--- config.mk ---
export PLATFORM = sky130hd
export DESIGN_NAME = va_page_burst_splitter
export DESIGN_NICKNAME = d
export VERILOG_FILES = /design/src/rtl/va_page_burst_splitter.sv
export SDC_FILE = /design/constraint.sdc
export NUM_CORES = 1
export LEC_CHECK = 0
export CELL_PAD_IN_SITES_DETAIL_PLACEMENT = 0
export CELL_PAD_IN_SITES_GLOBAL_PLACEMENT = 1
export CORE_MARGIN = 1
export CORE_UTILIZATION = 44
export DETAILED_ROUTE_END_ITERATION = 8
export HOLD_SLACK_MARGIN = 0.03
export MAX_ROUTING_LAYER = met4
export PLACE_DENSITY_LB_ADDON = 0.15
export SLEW_MARGIN = 10
export SYNTH_ARGS = -nofsm -noshare
export SYNTH_HDL_FRONTEND = slang
export SYNTH_SLANG_ARGS = --single-unit
export TNS_END_PERCENT = 50
--- constraint.sdc ---
create_clock -name clk -period 5.7 [get_ports clk]
set_input_delay 1.14 -clock clk [delete_from_list [all_inputs] [get_ports clk]]
set_output_delay 1.14 -clock clk [all_outputs]
set_load 0.1 [all_outputs]
--- src/rtl/va_page_burst_splitter.sv ---
// va_page_burst_splitter
// Splits one (virtual address, line count) read command into Avalon-MM read
// bursts of at most MAX_BURST lines that never cross a PAGE_BYTES boundary,
// then counts returning beats and pulses cmd_done once all have arrived.
// Ports:
//   clk, reset_n                      clock, async active-low reset
//   cmd_valid/ready/addr/lines/user   command handshake and payload
//   cmd_done, busy                    completion pulse, command in flight
//   avmm_read/address/burstcount/user read request (registered)
//   avmm_waitrequest                  request backpressure
//   avmm_readdatavalid                returned data beat
//   rsp_err                           sticky unexpected-beat flag
module va_page_burst_splitter #(
  parameter int unsigned ADDR_WIDTH      = 48,
  parameter int unsigned DATA_BYTES      = 64,
  parameter int unsigned BURST_CNT_WIDTH = 4,
  parameter int unsigned MAX_BURST       = 8,
  parameter int unsigned PAGE_BYTES      = 4096,
  parameter int unsigned LEN_WIDTH       = 20,
  parameter int unsigned USER_WIDTH      = 1
) (
  input  logic                       clk,
  input  logic                       reset_n,
  input  logic                       cmd_valid,
  output logic                       cmd_ready,
  input  logic [ADDR_WIDTH-1:0]      cmd_addr,
  input  logic [LEN_WIDTH-1:0]       cmd_lines,
  input  logic [USER_WIDTH-1:0]      cmd_user,
  output logic                       cmd_done,
  output logic                       busy,
  output logic                       avmm_read,
  output logic [ADDR_WIDTH-1:0]      avmm_address,
  output logic [BURST_CNT_WIDTH-1:0] avmm_burstcount,
  output logic [USER_WIDTH-1:0]      avmm_user,
  input  logic                       avmm_waitrequest,
  input  logic                       avmm_readdatavalid,
  output logic                       rsp_err
);

  localparam int unsigned DB_LSB = $clog2(DATA_BYTES);
  localparam int unsigned PG_W   = $clog2(PAGE_BYTES);
  localparam int unsigned LPP    = PAGE_BYTES / DATA_BYTES;
  localparam int unsigned PL_W   = $clog2(LPP) + 1;
  localparam int unsigned CMP_W  = (LEN_WIDTH > PL_W) ? LEN_WIDTH : PL_W;

  typedef enum logic [1:0] {S_IDLE, S_ISSUE, S_DRAIN, S_DONE} state_t;

  state_t                       state_q, state_d;
  logic [ADDR_WIDTH-1:0]        addr_q, addr_d, addr_nx, cmd_addr_al;
  logic [LEN_WIDTH-1:0]         rem_q, rem_d, rem_nx;
  logic [LEN_WIDTH-1:0]         exp_q, exp_d;
  logic [LEN_WIDTH-1:0]         rcv_q, rcv_d;
  logic [USER_WIDTH-1:0]        user_q, user_d;
  logic [BURST_CNT_WIDTH-1:0]   burst_q, burst_d;
  logic                         err_d;

  // Burst size: min(remaining, MAX_BURST, lines left in the current page).
  function automatic logic [BURST_CNT_WIDTH-1:0] calc_burst(
    input logic [PG_W-DB_LSB-1:0] page_line,
    input logic [LEN_WIDTH-1:0]   rem
  );
    logic [CMP_W-1:0] to_end;
    logic [CMP_W-1:0] b;
    to_end = CMP_W'(LPP) - CMP_W'(page_line);
    b      = CMP_W'(MAX_BURST);
    if (to_end < b) b = to_end;
    if (CMP_W'(rem) < b) b = CMP_W'(rem);
    return BURST_CNT_WIDTH'(b);
  endfunction

  assign avmm_address    = addr_q;
  assign avmm_burstcount = burst_q;
  assign avmm_user       = user_q;

  // Next-state and datapath update.
  always_comb begin
    state_d     = state_q;
    addr_d      = addr_q;
    rem_d       = rem_q;
    exp_d       = exp_q;
    rcv_d       = rcv_q;
    user_d      = user_q;
    burst_d     = burst_q;
    err_d       = rsp_err;
    cmd_addr_al = cmd_addr & ~ADDR_WIDTH'(DATA_BYTES - 1);
    addr_nx     = addr_q + (ADDR_WIDTH'(burst_q) << DB_LSB);
    rem_nx      = rem_q - LEN_WIDTH'(burst_q);

    unique case (state_q)
      S_IDLE: begin
        if (avmm_readdatavalid) err_d = 1'b1;
        if (cmd_valid && cmd_ready) begin
          addr_d = cmd_addr_al;
          rem_d  = cmd_lines;
          exp_d  = cmd_lines;
          rcv_d  = '0;
          user_d = cmd_user;
          if (cmd_lines == '0) begin
            state_d = S_DONE;
          end else begin
            state_d = S_ISSUE;
            burst_d = calc_burst(cmd_addr_al[PG_W-1:DB_LSB], cmd_lines);
          end
        end
      end
      S_ISSUE: begin
        if (avmm_readdatavalid) rcv_d = rcv_q + LEN_WIDTH'(1);
        // avmm_read is always high in ISSUE, so acceptance is just !waitrequest.
        if (!avmm_waitrequest) begin
          addr_d = addr_nx;
          rem_d  = rem_nx;
          if (rem_nx == '0) state_d = S_DRAIN;
          else burst_d = calc_burst(addr_nx[PG_W-1:DB_LSB], rem_nx);
        end
      end
      S_DRAIN: begin
        if (avmm_readdatavalid) rcv_d = rcv_q + LEN_WIDTH'(1);
        if (rcv_d == exp_q) state_d = S_DONE;
      end
      S_DONE: begin
        if (avmm_readdatavalid) err_d = 1'b1;
        state_d = S_IDLE;
      end
      default: state_d = S_IDLE;
    endcase
  end

  // State, datapath and registered outputs.
  always_ff @(posedge clk or negedge reset_n) begin
    if (!reset_n) begin
      state_q   <= S_IDLE;
      addr_q    <= '0;
      rem_q     <= '0;
      exp_q     <= '0;
      rcv_q     <= '0;
      user_q    <= '0;
      burst_q   <= '0;
      cmd_ready <= 1'b0;
      avmm_read <= 1'b0;
      cmd_done  <= 1'b0;
      busy      <= 1'b0;
      rsp_err   <= 1'b0;
    end else begin
      state_q   <= state_d;
      addr_q    <= addr_d;
      rem_q     <= rem_d;
      exp_q     <= exp_d;
      rcv_q     <= rcv_d;
      user_q    <= user_d;
      burst_q   <= burst_d;
      cmd_ready <= (state_d == S_IDLE);
      avmm_read <= (state_d == S_ISSUE);
      cmd_done  <= (state_d == S_DONE);
      busy      <= (state_d == S_ISSUE) || (state_d == S_DRAIN);
      rsp_err   <= err_d;
    end
  end

endmodule

Word level (Yosys, flattened, before mapping):

Cells that the tools add are included.

* eq/ne operators: 11
* muxes and demuxes: 31
* divide/modulo/power cells: 0
* magnitude comparators: 4
* $add $sub $neg: 5
* reductions and logical operators: 14
* $mul: 0
* shift operators: 0
* bitwise logic cells: 0

Operator list (number)
* $mux 20: 13
* $mux 48: 2
* $pmux 48 s2: 1
* $pmux 20 s3: 1
* $add 48x10->48: 1
* $logic_not 20->1: 2
* $lt 20x20->1: 2
* $lt 20x4->1 const B: 2
* $pmux 20 s2: 1
* $mux 4: 6
* $add 20x1->20 const B: 1
* $eq 20x20->1: 1
* $sub 20x4->20: 1
* $sub 7x6->8 const A: 2
* $mux 2: 5
* $eq 2x2->1 const B: 4
* $ne 2x2->1 const B: 4
* $pmux 2 s4: 1
* $pmux 4 s2: 1
* $reduce_and 2->1: 3
* $reduce_and 5->1: 1
* $eq 2x1->1 const B: 2
* $logic_not 2->1: 2
* $reduce_and 3->1: 1
* other kinds (5): 5

* bits in read-only memories: 0
* register bits: 120
* bits in writable memories: 0
* word-level logic and storage cells: 77
* output and inout port bits: 58
* latch bits: 0
* memories: 0
* bits of input ports: 74

Depth between registers and ports, before layout:

Gate-level depths: netlist of the first run.

* depth after elaboration: 12
* depth in mapped cells: 15
* gate-level depth less buffers: 15

Worst setup path before layout of the first run:

Ideal clock, no wire load.

* path type: flip-flop to flip-flop
* start: register burst_q[0], in the netlist avmm_burstcount[0]
* end: register burst_q[2], in the netlist avmm_burstcount[2]
* required time: 5613 ps
* arrival time: 3891 ps
* setup time: 87 ps
* slack: 1722 ps
* path buffers: 0
* clock period less this slack: 3978 ps
* stages on the path, launching flop included: 14
* cell sequence: dfrtp_1 -> ha_1 -> fa_1 -> or3_1 -> mux2_2 -> and3_1 -> inv_1 -> ha_1 -> and3_1 -> nand3_1 -> a41oi_1 -> nor3_4 -> mux2_2 -> o211ai_1

* longest elaborated chain between the ends: 12
* elaborated cells between the ends (all ways): 16
* classes of those cells: add/sub: 3; order compare: 2; eq/ne: 1; mux: 8; reduce/logical: 2

Ends and longest elaborated chain
* start: declaration: line 54 `logic [BURST_CNT_WIDTH-1:0] burst_q, burst_d;`
* start signal: assignment: line 150 `burst_q <= burst_d;`
* $add 48x10->48: line 86 `addr_nx = addr_q + (ADDR_WIDTH'(burst_q) << DB_LSB);`
* $sub 7x6->8: line 64 `to_end = CMP_W'(LPP) - CMP_W'(page_line);`
* $lt 20x4->1: line 66 `if (to_end < b) b = to_end;`
* $mux 20: line 66
* $mux 20: line 112 `if (rem_nx == '0) state_d = S_DRAIN;`
* $mux 20: line 109 `if (!avmm_waitrequest) begin`
* $mux 20: line 89 `unique case (state_q)`
* $lt 20x20->1: line 67 `if (CMP_W'(rem) < b) b = CMP_W'(rem);`
* $mux 4: line 67
* $mux 4: line 112
* $mux 4: line 109
* $pmux 4 s2: line 89

Parallel ways exist; a longest one is shown, timed or not. The select of a mux whose other input is x is not followed.
A chain may end at the register's enable or synchronous reset.

Final worst setup path of the first run:

* start: input port avmm_readdatavalid
* end: register busy

* longest elaborated chain between the ends: 7
* elaborated cells between the ends (all ways): 8
* classes of those cells: eq/ne: 3; mux: 4; reduce/logical: 1

Ends and longest elaborated chain
* start: declaration: line 36 `input logic avmm_readdatavalid,`
* $mux 20 (*): line 117 `if (avmm_readdatavalid) rcv_d = rcv_q + LEN_WIDTH'(1);`
* $mux 20 (*): line 89
* $eq 20x20->1 (*): line 118 `if (rcv_d == exp_q) state_d = S_DONE;`
* $mux 2 (*): line 118
* $pmux 2 s4 (*): line 89
* $eq 2x1->1 or $eq 2x2->1 (tied branches): line 154 `busy <= (state_d == S_ISSUE) || (state_d == S_DRAIN);`
* $logic_or 1x1->1 (*): line 154
* end signal: assignment: line 154
* end: declaration: line 30 `output logic busy,`

Mark *: on every way between the ends. The rest lies on a longest branch, timed or not. The select of a mux whose other input is x is not followed.

==> impl_results.md, run 1 <==
* Status: completed
* Async SR Flop Fraction at 100.0%
* Via count at 6887
* Hold_sp: rsp_err$_DFFE_PN0P_
* Hold Path Class: reg -> reg
* Yosys cell types at 73
* FP Rows at 47
* Mapped Cells at 867
* Placed cell count at 1174
* WP data arrival at 4.28 ns
* Multi-input logic area at 4472 µm²
* Synth top area share at between 30% and 40%
* Critical path required time at 6.01 ns
* Post-CTS Setup Bufs at 0
* Crit Path Class: in -> reg
* DR pass1 iterations at 9
* TritonCTS clock tree: built
* Worst-skew pair later-pin latency at 0.42 ns
* Max_cap viols at 0
* Avg Cell Area, Syn at 8.763 µm²
* Area grow syn2layout at 25.46%
* Antenna violations before repair at 0
* Largest net degree at the start of global routing at 84
* Final Hold Viols at 0
* I/O pins at 132
* Via/cell ratio at 5.711
* Ranking of synthesized cells by area: dfrtp_1 (38%), nand2_1 (5.6%), a21oi_1 (4.6%)
* H-tree levels at 4
* Longest Clk Path Bufs at 2
* Sequential cell area at 2853 µm²
* Height of the die at 133.4 µm
* Clock skew at 0.01046 ns
* Register bit total from synthesis at roughly 110
* Post-synth EDFFs at 0
* Per-cell routed wire length at approximately 17 µm
* Worst slew pin tran at 1.210 ns
* Post_cts resized at 0
* Crit start category: input port
* Final worst setup slack at 1.723 ns
* Max-slew violation count at 0
* Ys flop type: dfrtp_1
* CTS Buf Count at 17
* Final non-filler cell total at 1206
* Initial core utilization at 45.49%
* Clk slew on worst S/H paths at 0.05 ns
* Routed wire length at 20680 µm
* I/O Buffers at 119
* Fin nets at around 1100
* Slew headroom at a little under a fifth
* Global route overflow at 0
* ANT cells at 0
* Worst r2r path cells at 12
* Hpwl dp at 14210 µm
* Filler cells at 1520
* Flop-to-flop setup slack at ~2.0 ns
* Post-CTS Hold Fix Bufs at 0
* FMAX at 251.4 MHz
* RSZ-0062 raised after global routing: no
* Max Fanout on Critical Path at 13
* DR DRC count at 0
* DR iter-0 viols at between 300 and 400
* Reg-to-Reg Start: avmm_burstcount[0]$_DFFE_PN0P_
* Post-Place Worst Slack at 1.267 ns
* Setup_tns at 0 ns
* Sequential share of the synthesized area at 37.55%
* Final setup viols at 0
* Worst hold stages at 1
* CP endpoint kind: flop
* Synth area leader: dfrtp_1
* Mapped Area at 7597 µm²
* Die ar. at 17800 µm²
* Core ar. at 16700 µm²
* GPL Wtd Cong at roughly 0.84
* Worst R2R End: busy$_DFF_PN0_
* Ys Warns at 0
* Vias in the first global route at 6458
* Clk sink count at about 110
* Post-route antenna net violation count at 0
* GRT Overall Usage at 24.72%
* Fin crit period at 3.977 ns
* Global-route wire length before repair at around 34000 µm
* Die Span X at 133.4 µm
* Fraction of layout cells with a size suffix above 1 at 8.824%
* Final period util at 69.77%
* Root buffer cell: clkbuf_16
* Hold Crit Endpoint: rsp_err$_DFFE_PN0P_
[stage by stage]
stage	utilization [%]	hold WS, ns	area, µm²
floorplan	-	0.4498	7627
global placement	53.52	0.4369	8939
detailed placement	53.52	0.4432	8939
CTS	57.07	0.4551	9532
global route	57.07	0.4844	9532
finish	57.07	0.4499	9532
[cell usage in the layout, fill, tap and decap left out, types with 15 or more instances in the layout]
master             n
dfrtp_1          114
a21oi_1           69
xnor2_1           25
nor2_1            40
and3_1            16
inv_1             22
nand2_1          113
o31ai_1           17
xor2_1            15
clkbuf_16         17
nor3_1            24
o22ai_1           39
ha_1              27
mux2i_1           31
clkdlybuf4s50_1  118
o21ai_0           56
mux2_2            21
nand3_1           45
[flip-flops by register name (all words and copies together), names as in the netlist]
register         flops
avmm_user            1
exp_q               20
state_q              2
rcv_q               20
avmm_read            1
avmm_address        42
cmd_done             1
busy                 1
cmd_ready            1
rsp_err              1
avmm_burstcount      4
rem_q               20
[layout make-up]
type	count	area share, %
multi-input combinational	690	46.92
sequential	114	29.93
timing repair buffer	128	13.18
clock buffer	24	5.159
tap	220	2.888
clock inverter	8	1.063
inverter	22	0.8664
[routing by layer]
layer	GRT usage [%]	vias to the layer above	share of wire [%]
li1	-	3430	-
met1	34.01	3281	48
met2	37.30	156	46
met3	4.833	20	4.7
met4	6.124	0	1.2
met5	-	-	0
[cell families (layout without fill, tap and decap cells)]
kind of cell	Yosys count	in the layout	synth area share (%)
AOI/OAI and AO/OA	254	254	21.62
other	2	10	0.09885
adders and majority gates	30	30	5.138
muxes	52	52	7.197
and+or+nand+nor	304	304	19.61
buffers and inverters	71	182	4.166
DFF	114	114	37.55
xor gates and xnor gates	40	40	4.611
[synth_stat cells (all sizes together) (25+ instances only)]
| cell | instances |
|---|---|
| mux2i | 31 |
| a21oi | 71 |
| o21ai | 57 |
| clkbuf | 34 |
| dfrtp | 114 |
| nor2 | 40 |
| o22ai | 39 |
| nor3 | 25 |
| ha | 28 |
| nand2 | 113 |
| xnor2 | 25 |
| nand3 | 46 |
[worst max path at each step]
stage | from | endpoint | slack, ns | depth (start not counted)
after floorplan | avmm_burstcount[0]$_DFFE_PN0P_ | avmm_burstcount[2]$_DFFE_PN0P_ | 1.72 | 13
after global placement | avmm_readdatavalid | busy$_DFF_PN0_ | 1.29 | 10
after detailed placement | avmm_readdatavalid | busy$_DFF_PN0_ | 1.27 | 10
after CTS | avmm_readdatavalid | busy$_DFF_PN0_ | 1.70 | 10
after global routing | avmm_readdatavalid | busy$_DFF_PN0_ | 1.43 | 10
final | avmm_readdatavalid | busy$_DFF_PN0_ | 1.72 | 10
[worst max-delay path: stages]
cell	delay (ns)
clkdlybuf4s50_1	0.71
and3_1	0.34
and3_1	0.34
nand4_1	0.29
or2_2	0.40
nor3_1	0.14
a21oi_1	0.06
nor3_1	0.42
o31ai_1	0.12
ha_1	0.32
Power of run 1 is left out: the tool's default activity adds up to more than one toggle a clock period on the data nets, which glitch-free logic cannot reach.
==> run 2, diff against run 1 <==
CORE_UTILIZATION = 37   (was 44)
clock period = 3.19 ns   (was 5.7 ns; I/O delays follow)
==> run 2 against run 1 <==
Against the previous run: the run now ends with negative setup slack left; hold slack got worse by 0.20 ns; wire length grew 9.0%; cell count grew 12%; first-iteration DRC count shrank 14%; die area increased by 19%; non-clock buffer count rose by 97; utilization fell by 5.6 points; count of clock-buffer cells in the layout shrank 5; flip-flop and latch count unchanged; register-to-register slack worse by 2.3 ns; sequential share of layout area down 2.2 points; via count is 4.8% higher; critical endpoint is now avmm_burstcount[0]$_DFFE_PN0P_; largest cell class unchanged.
==> impl_results.md, run 2 (synthesis gave the netlist of run 1 again) <==
* FMAX at 291.5 MHz
* Filler cells at 1970
* H-tree levels at 4
* I/O pins at 132
* Hpwl dp at 15970 µm
* Setup_tns at -1.044 ns
* DR iter-0 viols at 339
* Clk slew on worst S/H paths at approximately 0.060 ns
* FP Rows at 52
* DR DRC count at 0
* Max-slew violation count at 0
* Per-cell routed wire length at 16.66 µm
* CTS Buf Count at 17
* Largest net degree at the start of global routing at 84
* Multi-input logic area at 4613 µm²
* Worst-skew pair later-pin latency at about 0.42 ns
* Clock skew at 0.008245 ns
* CP endpoint kind: flop
* Design area at about 10000 µm²
* Height of the die at 145.3 µm
* Failing checks: negative setup slack
* Crit start category: flop
* WP data arrival at 3.74 ns
* GRT Overall Usage at 22.81%
* Fraction of layout cells with a size suffix above 1 at 24.65%
* Global route overflow at 0
* Initial core utilization at 37.67%
* ANT cells at 0
* Final worst setup slack at -0.2404 ns
* Die Span X at 145.3 µm
* Final period util at 107.5%
* TritonCTS clock tree: built
* I/O Buffers at 119
* Max_cap viols at 0
* Post-route antenna net violation count at 0
* Sequential cell area at 2878 µm²
* Commonest non-fill, non-tap cell in the layout: buf_4
* DR pass1 iterations at 4
* Fin nets at roughly 1200
* Placed cell areas at a little under 10000 µm²
* Routed wire length at 22550 µm
* Post-CTS Hold Fix Bufs at 0
* Area grow syn2layout at 36.66%
* Final Hold Viols at 0
* Critical path required time at 3.50 ns
* Via/cell ratio at 5.335
* Vias in the first global route at 7181
* Final setup viols at 7
* GPL Wtd Cong at 0.8464
* Core ar. at 20170 µm²
* Crit Path Class: reg -> reg
* Largest register FFs at 42
* Slew headroom at 49.89%
* Hold Path Class: in -> async
* Commonest non-fill, non-tap cells in the layout: buf_4 (156), nand2_1 (113), dfrtp_1 (106), a21oi_1 (66), clkdlybuf4s50_1 (66)
* RSZ-0062 raised after global routing: yes
* Die ar. at 21110 µm²
* Fin crit period at around 3.4 ns
* Max Fanout on Critical Path at 4
* Longest Clk Path Bufs at 2
* Antenna violations before repair at 0
* Via count at between 7000 and 8000
* Root buffer cell: clkbuf_16
* Clk sink count at 114
* Status: finished with violations
* Global-route wire length before repair at about 37000 µm
* Worst slew pin tran at 0.7499 ns
==> run 2: routing by layer <==
| layer | GRT usage, % | up-vias | wire (µm) |
|---|---|---|---|
| met2 | 36.80 | 141 | 10680 |
| li1 | - | 3605 | - |
| met5 | - | - | 0 |
| met3 | 3.616 | 26 | 755 |
| met1 | 29.41 | 3446 | 10750 |
| met4 | 6.895 | 0 | 367 |
==> run 2: what timing repair did <==
action	in CTS	in global routing
gates cloned	0	0
setup buffers	1	0
resized for setup	2	9
pin swaps	1	3
endpoints found under the setup margin	8	10
==> run 2: path summary, 6_finish.rpt <==
check,from,endpoint,slack (ns),cells after the start
worst max-delay path,avmm_burstcount[0]$_DFFE_PN0P_,avmm_burstcount[0]$_DFFE_PN0P_,-0.24,15
worst min-delay path,reset_n,busy$_DFF_PN0_,0.25,1
worst max register to register,avmm_burstcount[0]$_DFFE_PN0P_,avmm_burstcount[0]$_DFFE_PN0P_,-0.24,15
worst min register to register,rsp_err$_DFFE_PN0P_,rsp_err$_DFFE_PN0P_,0.46,1
max in group asynchronous,reset_n,avmm_burstcount[3]$_DFFE_PN0P_,2.23,2
min in group clk,rsp_err$_DFFE_PN0P_,rsp_err$_DFFE_PN0P_,0.46,1
==> run 2: layout make-up <==
class / instances / area share (%)
Multi-Input combinational cell: 690 / 44.43
Sequential cell: 114 / 27.72
Timing Repair Buffer: 225 / 18.14
Clock buffer: 19 / 4.362
Tap cell: 270 / 3.254
Clock inverter: 13 / 1.302
Inverter: 22 / 0.7954
==> run 2: per-stage QoR <==
| step | hold WS (ns) | setup WS (ns) | util (%) | cells |
|---|---|---|---|---|
| 6_report | 0.2522 | -0.2404 | 51.48 | 1353 |
| 2_1_floorplan | 0.3424 | -0.3358 | - | 875 |
| 3_3_place_gp | 0.4416 | -0.2321 | 48.20 | 1320 |
| 4_1_cts | 0.2741 | -0.2614 | 51.24 | 1353 |
| 3_5_place_dp | 0.4560 | -0.3064 | 48.20 | 1320 |
| 5_1_grt | 0.3092 | -0.3663 | 51.48 | 1353 |
==> run 2: worst max-delay path, cell delays in order, from the launching register on <==
cell,delay [ns]
dfrtp_4,0.50
ha_4,0.17
fa_2,0.37
xor2_2,0.16
or3_4,0.34
mux2_4,0.30
and3_4,0.19
inv_2,0.06
ha_4,0.18
and3_4,0.14
nand3_2,0.07
a41oi_2,0.05
nor3_4,0.32
buf_4,0.17
a211oi_2,0.03
o41ai_2,0.27
Power of run 2 is left out for the same reason.
==> run 3, diff against run 2 <==
--- a/config.mk
+++ b/config.mk
@@ -11,4 +11,5 @@
 export CORE_UTILIZATION = 37
 export DETAILED_ROUTE_END_ITERATION = 8
+export GPL_TIMING_DRIVEN = 0
 export HOLD_SLACK_MARGIN = 0.03
 export MAX_ROUTING_LAYER = met4
==> constraint.sdc (replaced) <==
create_clock -name clk -period 3.19 [get_ports clk]
set_input_delay 0.7975 -clock clk [delete_from_list [all_inputs] [get_ports clk]]
set_output_delay 0.7975 -clock clk [all_outputs]
set_load 0.1 [all_outputs]
==> run 3 against run 2 <==
Against the previous run: the run still ends with negative setup slack left; clock skew is essentially flat; largest cell class unchanged; non-clock buffer count fell by 42; flip-flop and latch count unchanged; via count is 1.1% lower.
==> impl_results.md, run 3 (synthesis gave the netlist of run 1 again) <==
* Critical path required time at 3.52 ns
* Sequential cell area at between 2000 and 3000 µm²
* Worst slew pin tran at slightly above 1 ns
* DR DRC count at 0
* Placed cell count at between 1000 and 1500
* Crit start category: flop
* Crit Path Class: reg -> reg
* RSZ-0062 raised after global routing: yes
* Fin crit period at 3.490 ns
* Clk sink count at 114
* Worst-skew pair later-pin latency at 0.42 ns
* Per-cell routed wire length at ~18 µm
* Final Hold Viols at 0
* Root buffer cell: clkbuf_16
* Via/cell ratio at 5.449
* Failing checks: negative setup slack
* Fin nets at 1132
* Final non-filler cell total at 1310
* Commonest non-fill, non-tap cell in the layout: clkdlybuf4s50_1
* Worst r2r path cells at 13
* Routed wire length at approximately 23000 µm
* Global-route wire length before repair at 38310 µm
* DR iter-0 viols at 375
* Post-route antenna net violation count at 0
* Final worst setup slack at -0.2996 ns
* Slew headroom at 32.73%
* Final period util at 109.4%
* Max_cap viols at 0
* I/O pins at between 100 and 150
* Via count at 7138
* Fraction of layout cells with a size suffix above 1 at between 10% and 20%
* Initial core utilization at 37.67%
* GRT Overall Usage at between 20% and 30%
* Hold Path Class: in -> async
* Die ar. at 21110 µm²
* CP endpoint kind: flop
* FMAX at 286.6 MHz
* ANT cells at 0
* GR Util met3 at under 10%
* GPL Wtd Cong at 0.8495
* Height of the die at 145.3 µm
* Final setup viols at 8
* Core ar. at ~20000 µm²
* CTS Buf Count at 17
* Clock skew at around 0.0079 ns
* Max-slew violation count at 0
* Filler cells at 1959
* Max Fanout on Critical Path at 4
* Commonest non-fill, non-tap cells in the layout: clkdlybuf4s50_1 (118), nand2_1 (113), dfrtp_1 (106), a21oi_1 (67), o21ai_0 (53)
* Status: finished with violations
* Clk slew on worst S/H paths at 0.06 ns
* Hpwl dp at 16610 µm
* Grt met1 use at 30.99%
* Die Span X at 145.3 µm
* Global route overflow at 0
* Gr busiest metal: met2
* Longest Clk Path Bufs at 2
* Antenna violations before repair at 0
* Largest register FFs at 42
* FP Rows at between 50 and 60
* WP data arrival at 3.82 ns
* I/O Buffers at approximately 120
* Vias in the first global route at 7055
* Multi-input logic area at around 4700 µm²
* Area grow syn2layout at 34.45%
* TritonCTS clock tree: built
* H-tree levels at 4
* Post-CTS Hold Fix Bufs at 0
* DR pass1 iterations at 5
* GRT met2 Usage at 36.95%
* Largest net degree at the start of global routing at 72
-- run 3: final cells by class --
cell class | count | area share, %
plain buffers | 48 | 2.254
clock buffers | 21 | 4.606
clock inverters | 10 | 1.531
inverters | 22 | 0.8084
multi-input cells | 690 | 46.08
flip-flops and latches | 114 | 28.17
well taps | 270 | 3.307
repair buffers | 135 | 13.24
-- run 3: critical path, cell delays in order (launching register included) --
cell	delay [ns]
dfrtp_4	0.50
ha_4	0.18
fa_2	0.38
xor2_2	0.16
or3_4	0.33
mux2_4	0.29
nand3_4	0.10
ha_4	0.21
a21o_1	0.19
a21oi_2	0.16
o21ai_2	0.09
nor3_4	0.30
mux2_4	0.33
o211ai_1	0.17
-- run 3: timing repair --
action / CTS / global route
endpoints found under the setup margin: 15 / 20
endpoints found under the hold margin: 0 / 0
pin swaps: 20 / 16
gates resized for setup: 24 / 13
gates cloned: 0 / 0
setup buffers: 10 / 5
-- run 3: final timing paths --
path,to,slack (ns),from
max,avmm_burstcount[2]$_DFFE_PN0P_,-0.30,avmm_burstcount[0]$_DFFE_PN0P_
min,avmm_burstcount[1]$_DFFE_PN0P_,0.41,reset_n
max reg2reg,avmm_burstcount[2]$_DFFE_PN0P_,-0.30,avmm_burstcount[0]$_DFFE_PN0P_
min reg2reg,rsp_err$_DFFE_PN0P_,0.45,rsp_err$_DFFE_PN0P_
max in group asynchronous,avmm_address[8]$_DFFE_PN0P_,2.06,reset_n
min in group clk,rsp_err$_DFFE_PN0P_,0.45,rsp_err$_DFFE_PN0P_
-- run 3: through the flow --
stage	worst slack [ns]	util (%)	hold WS [ns]	setup TNS [ns]	area, µm²
2_1_floorplan	-0.3358	-	0.4498	-1.805	7732
3_3_place_gp	-4.461	45.92	0.4384	-422.35	9261
3_5_place_dp	-0.8883	46.06	0.4479	-8.020	9290
4_1_cts	-0.3029	50.19	0.4321	-1.326	10120
5_1_grt	-0.4109	50.65	0.4452	-2.966	10210
6_report	-0.2996	50.65	0.4070	-1.485	10210
-- run 3: per-layer routing --
layer	vias to the layer above	part of all wire (%)	routed length, µm
met2	159	47	11030
met1	3441	47	10950
li1	3520	-	-
met4	0	1.1	259
met5	-	0	0
met3	18	4.4	1022
Power of run 3 is left out for the same reason.
